## config.mk

```make
export PLATFORM = sky130hd
export DESIGN_NAME = serial_adder_datapath_flat
export DESIGN_NICKNAME = d
export VERILOG_FILES = /design/src/rtl/serial_adder_if.sv /design/src/rtl/serial_adder_datapath.sv /design/src/flat_wrapper.sv
export SDC_FILE = /design/constraint.sdc
export NUM_CORES = 1
export LEC_CHECK = 0
export BUFFER_PORTS_ARGS = -buffer_cell sky130_fd_sc_hd__clkbuf_2
export CORE_ASPECT_RATIO = 1.25
export CORE_MARGIN = 1.5
export CORE_UTILIZATION = 30
export CTS_BUF_LIST = sky130_fd_sc_hd__clkbuf_2
export CTS_CLUSTER_DIAMETER = 200
export DETAILED_ROUTE_END_ITERATION = 10
export PLACE_DENSITY = 0.6
export SLEW_MARGIN = 30
export SYNTH_ARGS = -nofsm -noshare
export SYNTH_HDL_FRONTEND = slang
export SYNTH_SLANG_ARGS = --single-unit
```

## constraint.sdc

```tcl
create_clock -name clk_i -period 1.4 [get_ports clk_i]
set_input_delay 0.14 -clock clk_i [delete_from_list [all_inputs] [get_ports clk_i]]
set_output_delay 0.14 -clock clk_i [all_outputs]
set_load 0.05 [all_outputs]
```

## src/rtl/serial_adder_if.sv

```systemverilog
// Handshake/data bundle between the serial-adder sequencer and its datapath.
interface serial_adder_if #(
  parameter int WIDTH = 10
);
  logic             clr_n_i;
  logic             load_i;
  logic             enable_i;
  logic [WIDTH-1:0] a_i;
  logic [WIDTH-1:0] b_i;
  logic [WIDTH:0]   sum_o;
  logic             sum_bit_o;
  logic             busy_o;
  logic             done_o;
  logic             err_o;

  // Sequencer side: drives strobes and operands, observes results.
  modport master (
    output clr_n_i, load_i, enable_i, a_i, b_i,
    input  sum_o, sum_bit_o, busy_o, done_o, err_o
  );

  // Datapath side.
  modport slave (
    input  clr_n_i, load_i, enable_i, a_i, b_i,
    output sum_o, sum_bit_o, busy_o, done_o, err_o
  );
endinterface

```

## src/rtl/serial_adder_datapath.sv

```systemverilog
// Bit-serial adder datapath: LSB-first add through a carry flop, one bit per
// enable strobe, WIDTH+1 steps per add (the last step shifts in the carry-out).
module serial_adder_datapath #(
  parameter int WIDTH = 10
) (
  input  logic           clk_i,
  input  logic           rst_i,
  serial_adder_if.slave  bus
);
  localparam int CW = $clog2(WIDTH + 2);

  typedef enum logic [1:0] {S_IDLE, S_RUN, S_DONE} state_t;

  state_t           state_q, state_d;
  logic [WIDTH-1:0] a_q, a_d, b_q, b_d;
  logic             c_q, c_d;
  logic [WIDTH:0]   sum_q, sum_d;
  logic [CW-1:0]    cnt_q, cnt_d;
  logic             err_q, err_d;
  logic             s_bit, c_nxt;

  // Full-adder on the current LSBs; once the operands have shifted out this
  // reduces to the carry, which is exactly the final step's sum bit.
  assign s_bit = a_q[0] ^ b_q[0] ^ c_q;
  assign c_nxt = (a_q[0] & b_q[0]) | (a_q[0] & c_q) | (b_q[0] & c_q);

  // Next-state and datapath updates; priority clear > load > enable > hold.
  always_comb begin
    state_d = state_q;
    a_d     = a_q;
    b_d     = b_q;
    c_d     = c_q;
    sum_d   = sum_q;
    cnt_d   = cnt_q;
    err_d   = err_q;
    if (!bus.clr_n_i) begin
      state_d = S_IDLE;
      a_d     = '0;
      b_d     = '0;
      c_d     = 1'b0;
      sum_d   = '0;
      cnt_d   = '0;
      err_d   = 1'b0;
    end else if (bus.load_i) begin
      // Also covers abort mid-RUN and back-to-back start from DONE.
      state_d = S_RUN;
      a_d     = bus.a_i;
      b_d     = bus.b_i;
      c_d     = 1'b0;
      sum_d   = '0;
      cnt_d   = '0;
      err_d   = 1'b0;
    end else if (bus.enable_i) begin
      if (state_q == S_RUN) begin
        a_d   = {1'b0, a_q[WIDTH-1:1]};
        b_d   = {1'b0, b_q[WIDTH-1:1]};
        c_d   = c_nxt;
        sum_d = {s_bit, sum_q[WIDTH:1]};
        cnt_d = cnt_q + 1'b1;
        if (cnt_q == CW'(WIDTH)) state_d = S_DONE;
      end else begin
        // Stray step outside an add: flag it, never shift.
        err_d = 1'b1;
        if (state_q == S_DONE) state_d = S_IDLE;
      end
    end else if (state_q == S_DONE) begin
      state_d = S_IDLE;
    end
  end

  // State and datapath registers; async reset matches the sync clear values.
  always_ff @(posedge clk_i or posedge rst_i) begin
    if (rst_i) begin
      state_q <= S_IDLE;
      a_q     <= '0;
      b_q     <= '0;
      c_q     <= 1'b0;
      sum_q   <= '0;
      cnt_q   <= '0;
      err_q   <= 1'b0;
    end else begin
      state_q <= state_d;
      a_q     <= a_d;
      b_q     <= b_d;
      c_q     <= c_d;
      sum_q   <= sum_d;
      cnt_q   <= cnt_d;
      err_q   <= err_d;
    end
  end

  assign bus.sum_o     = sum_q;
  assign bus.sum_bit_o = s_bit;
  assign bus.busy_o    = (state_q == S_RUN);
  assign bus.done_o    = (state_q == S_DONE);
  assign bus.err_o     = err_q;
endmodule
```

## src/flat_wrapper.sv

```systemverilog
// flat-port wrapper written by rule: the top's interface ports become plain ports
module serial_adder_datapath_flat 
#(
  parameter int WIDTH = 10
)
  (clk_i, rst_i, bus_clr_n_i, bus_load_i, bus_enable_i, bus_a_i, bus_b_i, bus_sum_o, bus_sum_bit_o, bus_busy_o, bus_done_o, bus_err_o);
  serial_adder_if #(.WIDTH(WIDTH)) bus_i ();
  input  logic clk_i;
  input  logic rst_i;
  input wire logic [$bits(bus_i.clr_n_i)-1:0] bus_clr_n_i;
  input wire logic [$bits(bus_i.load_i)-1:0] bus_load_i;
  input wire logic [$bits(bus_i.enable_i)-1:0] bus_enable_i;
  input wire logic [$bits(bus_i.a_i)-1:0] bus_a_i;
  input wire logic [$bits(bus_i.b_i)-1:0] bus_b_i;
  output wire logic [$bits(bus_i.sum_o)-1:0] bus_sum_o;
  output wire logic [$bits(bus_i.sum_bit_o)-1:0] bus_sum_bit_o;
  output wire logic [$bits(bus_i.busy_o)-1:0] bus_busy_o;
  output wire logic [$bits(bus_i.done_o)-1:0] bus_done_o;
  output wire logic [$bits(bus_i.err_o)-1:0] bus_err_o;
  assign bus_i.clr_n_i = bus_clr_n_i;
  assign bus_i.load_i = bus_load_i;
  assign bus_i.enable_i = bus_enable_i;
  assign bus_i.a_i = bus_a_i;
  assign bus_i.b_i = bus_b_i;
  assign bus_sum_o = bus_i.sum_o;
  assign bus_sum_bit_o = bus_i.sum_bit_o;
  assign bus_busy_o = bus_i.busy_o;
  assign bus_done_o = bus_i.done_o;
  assign bus_err_o = bus_i.err_o;
  serial_adder_datapath #(.WIDTH(WIDTH)) u_core (.clk_i(clk_i), .rst_i(rst_i), .bus(bus_i));
endmodule
```

# == Yosys cells after proc, flatten, opt, wreduce, memory -nomap -nowiden ==
# Index checks and enable logic that the tools add are counted.
# op_classes
add_sub_neg,1
n_mul,0
div_mod_pow,0
magnitude_cmp,0
eq_ne,7
shift,0
muxes,30
n_bitwise,7
n_reduce_logical,2
# op_table
operator,n
two-way mux 10 bit,8
two-way mux 11 bit,4
two-way mux 4 bit,4
two-way mux 2 bit,6
two-way mux 1 bit,8
!= test 3 x 1 -> 1 bit (second input constant),2
!= test 5 x 4 -> 1 bit (second input constant),1
adder 4 x 1 -> 4 bit (second input constant),1
== test 4 bit (second input constant),1
AND reduction 2 bit,2
bitwise AND 1 bit,3
!= test 3 bit (second input constant),1
== test 2 x 1 -> 1 bit (second input constant),1
== test 2 bit (second input constant),1
OR 1 bit,2
bitwise XOR 1 bit,2
# totals
ff_bits,39
latch_bits,0
mem_bits_rw,0
mem_bits_ro,0
input_bits,25
out_inout_bits,15
word_cells,54
n_memories,0

# == Depth between registers and ports, before layout ==
# depth
depth_word,7
mapped_depth,5
mapped_depth_nobuf,5

# == Worst setup path before layout ==
# Ideal clock, no wire load.
# synth_path
path_kind,register to register
start,register u_core.c_q
end,"register u_core.sum_q[10], in the netlist u_core.bus.sum_o[10]"
setup_time_ps,121
t_arrival_ps,1352
required_ps,1279
slack_ps,-73
stages_incl_launch_ff,5
path_buffers,0
period_less_slack_ps,1473
path_cell_list,dfrtp_1 inv_1 fa_1 inv_1 a22o_1
# synth_via
elab_chain_len,5
# synth_lines
element,line_no,text
"start, declared",serial_adder_datapath.sv:16,"logic c_q, c_d;"
"start signal, assigned",serial_adder_datapath.sv:77,c_q <= 1'b0;
"start signal, assigned",serial_adder_datapath.sv:85,c_q <= c_d;
bitwise XOR 1 bit,serial_adder_datapath.sv:24,assign s_bit = a_q[0] ^ b_q[0] ^ c_q;
via bus_sum_bit_o,flat_wrapper.sv:16,output wire logic [$bits(bus_i.sum_bit_o)-1:0] bus_sum_bit_o;
two-way mux 11 bit,serial_adder_datapath.sv:54,if (state_q == S_RUN) begin
two-way mux 11 bit,serial_adder_datapath.sv:53,end else if (bus.enable_i) begin
two-way mux 11 bit,serial_adder_datapath.sv:44,end else if (bus.load_i) begin
two-way mux 11 bit,serial_adder_datapath.sv:36,if (!bus.clr_n_i) begin
"end signal, assigned",serial_adder_datapath.sv:86,sum_q <= sum_d;
"end, declared",serial_adder_datapath.sv:17,"logic [WIDTH:0] sum_q, sum_d;"
# The timed path passes the listed nets, and every way through them passes these cells. The select of a mux whose other input is x is not followed.
# A chain may end at the register's enable or synchronous reset.

# == Worst setup path in the final report ==
# layout_path
start,register u_core.a_q[0]
end,output bus_sum_bit_o
# layout_via
elab_chain_len,2
# layout_lines
element,line_no,text
"start, declared",serial_adder_datapath.sv:15,"logic [WIDTH-1:0] a_q, a_d, b_q, b_d;"
"start signal, assigned",serial_adder_datapath.sv:75,a_q <= '0;
"start signal, assigned",serial_adder_datapath.sv:83,a_q <= a_d;
bitwise XOR 1 bit (2 in series),serial_adder_datapath.sv:24,
"end, declared",flat_wrapper.sv:16,
# Every way passes these cells.

==> impl_metrics.tcl <==
set metrics [dict create \
    status "finished with violations" \
    violations "negative setup slack" \
    postPlaceCellArea_um2 2170 \
    rsz0062_at_grt "yes" \
    vdd_drop_max_v 0.000334 \
    vias_per_cell 4.64 \
    fp.dieH_um 91.3 \
    ys_ff_latch 39 \
    cp.required_ns 1.26 \
    dp_hpwl_mm 2.66 \
    grt_max_degree 40 \
    tritoncts "done" \
    min_path_type "input pin to flip-flop" \
    final_area_um2 2420 \
    seq_area_um2 977 \
    hold-path-cell-count 3 \
    grtUsageTotal 0.128 \
    cp-end-kind "output port" \
    dp.cells 291 \
    reg2reg_slack_ns 0.05 \
    overflow 0 \
    clockBufferDepth 2 \
    crit_fanout 2 \
    fillers 595 \
    drv_cap 0 \
    rows 31 \
    holdPathEnd "u_core.state_q[0]$_DFFE_PP0P_" \
    grt_pass1_wl_mm 6.58 \
    p_leak_nw 1.15 \
    synth_cells 175 \
    cts_max_level 2 \
    crit_top_cell "inv_2" \
    clock-sinks 39 \
    multiInputGateArea_um2 813 \
    worst-path-buf-inv 3 \
    ys_seq_area_frac 0.522 \
    core_region_area_um2 5900 \
    clk_pin_slew_ns 0.18 \
    die_area_um2 6720 \
    min_from "bus_load_i" \
    root_buffer "clkbuf_2" \
    clock_latency_ns 0.40 \
    period_share 1.23 \
    layout.nets 255 \
    ant_nets 0 \
    r2r-start "u_core.state_q[1]$_DFFE_PP0P_" \
    fin_util 0.411 \
    first_iter_violations 100 \
    drv_slew 0 \
    dieWidth_um 73.6 \
    layout-drive-gt1-share 0.351 \
    syn_to_final_growth_pct 29.5 \
    reg2reg_to "u_core.cnt_q[3]$_DFFE_PP0P_" \
    drtPass1Iterations 5 \
    port_buffers 39 \
    ios 40 \
    gp_congestion 0.688 \
    wl_per_cell_um 13.2 \
    arrival_ns 1.59 \
    p_per_area_nw_per_um2 999 \
    finalHoldViolations 0 \
    path_cells "inv_2 > fa_1 > inv_2 > buf_8" \
    hold-worst-slack_ns 0.0501 \
    worst_pin_slew_ns 0.490 \
    period_minus_slack_ns 1.73 \
    slew-limit-headroom 0.674 \
    synth.avg_cell_area_um2 10.7 \
    worstSetupPathType "flip-flop to output port" \
    timing.final.ws_setup_ns -0.326 \
    routed_wirelength_mm 4.08 \
    cp_top_family "adder cells" \
    grt_antenna_before_repair 0 \
    setup_viol 1 \
    total_power_mw 2.42 \
    fin_cells 310 \
    post_synth_instance_area_um2 1870 \
    cpMaxStageDelayCell "fa_1" \
    num_vias 1437 \
    max_freq_ghz 0.579 \
    critPathLaunchType "flip-flop" \
    synth_nets 203 \
    clock_skew_ns 0.0257 \
    initial_core_util 0.317 \
    antennaDiodeCount 0 \
    numCtsBuffers 5 \
    yosys_warnings 0 \
    grt_pass1_vias 1402 \
    crit_path_max_incr_delay_ns 0.56 \
    drc 0 \
    ys_types 31 \
    r2r_cells 4 \
]
-- cell usage in the layout, fill, tap and decap left out, drive strengths merged, types with 2 or more instances in the layout --
master       instances
a32o                 2
nand3               20
dlygate4sd3          4
a21oi                4
buf                 16
nor2b                2
a22o                11
mux2                18
nor2                 4
nand2b               2
dfrtp               39
nand2               19
clkbuf              43
inv                  8
bufinv               2
o2bb2ai              2
o21ai               20
ha                   2
-- through the flow --
step | TNS, ns | worst slack [ns]
global placement | 0 | 0.0256
CTS | -0.381 | -0.381
finish | -0.326 | -0.326
detailed placement | 0 | 0.0301
global route | -0.604 | -0.429
floorplan | -0.0733 | -0.0733
-- worst max path at each step --
stage | depth (start not counted) | endpoint | from
after CTS | 4 | bus_sum_bit_o | u_core.c_q$_DFFE_PP0P_
after floorplan | 4 | u_core.bus.sum_o[10]$_DFFE_PP0P_ | u_core.c_q$_DFFE_PP0P_
final | 4 | bus_sum_bit_o | u_core.a_q[0]$_DFFE_PP0P_
after global placement | 4 | bus_sum_bit_o | u_core.c_q$_DFFE_PP0P_
after global routing | 4 | bus_sum_bit_o | u_core.a_q[0]$_DFFE_PP0P_
after detailed placement | 4 | bus_sum_bit_o | u_core.b_q[0]$_DFFE_PP0P_
-- synth_stat cells, drive strengths merged --
master   instances  share of area
clkbuf           3         0.0060
nand2           19          0.038
mux2            18           0.11
and2b            1         0.0040
nor2b            2         0.0067
and3b            1         0.0047
xnor2            1         0.0047
a31oi            1         0.0033
ha               2          0.013
o21ai           20          0.054
dfrtp           39           0.52
nand2b           2         0.0067
nor2             4         0.0080
a32o             2          0.011
fa               1          0.011
and3             1         0.0033
inv              8          0.016
or3              1         0.0033
o2bb2ai          2         0.0094
a22o            11          0.052
nand4b           1         0.0047
nand3b           1         0.0040
xor2             1         0.0047
a21oi            4          0.017
nand3           20          0.054
buf              9          0.031
-- registers in the layout, indices dropped and copies added (netlist names) --
signal and flops:
u_core.c_q 1, u_core.bus.sum_o 11, u_core.cnt_q 4, u_core.state_q 2, u_core.bus.err_o 1, u_core.a_q 10, u_core.b_q 10
-- cell families after synthesis --
kind of cell,share of synthesized area
adder cells (fa/ha/maj),0.0241
AND/OR/NAND/NOR,0.137
buffers and inverters,0.0535
XOR/XNOR,0.00937
AO/OA/AOI/OAI,0.145
flip-flops,0.522
multiplexers,0.108
-- where the power goes --
part | internal (mW) | leakage (nW) | switching, mW
logic | 0.161 | 0.568 | 0.195
clock network | 0.489 | 0.0532 | 0.372
registers | 1.17 | 0.528 | 0.0256
-- per-layer routing --
metal  global-route usage  vias to the layer above  part of all wire
met4               0.0463                        0             0.016
met1                0.171                      681              0.48
met2                0.192                       28              0.46
li1                     -                      722                 -
met3               0.0400                        6             0.043
met5                    0                        -                 0
-- repair_timing --
| item | 4_1_cts | 5_1_grt |
|---|---|---|
| endpoints found under the hold margin | 41 | 1 |
| pin swaps | 1 | 2 |
| resized for setup | 10 | 8 |
| endpoints found under the setup margin | 3 | 24 |
| setup buffers | 3 | 4 |
| hold buffers | 3 | 1 |
-- tightest hold or removal path: cells and delay by family --
kind | cells | cell delay [ns]
buffers and inverters | 2 | 0.23
AO/OA/AOI/OAI | 1 | 0.06
-- layout make-up --
cell class / count / share of cell area
Timing Repair Buffer: 57 / 0.167
Sequential cell: 39 / 0.404
Clock inverter: 2 / 0.0248
Multi-Input combinational cell: 116 / 0.336
Tap cell: 82 / 0.0424
Inverter: 8 / 0.0134
Clock buffer: 6 / 0.0124
Note: power is estimated with default switching activity, not from simulation.
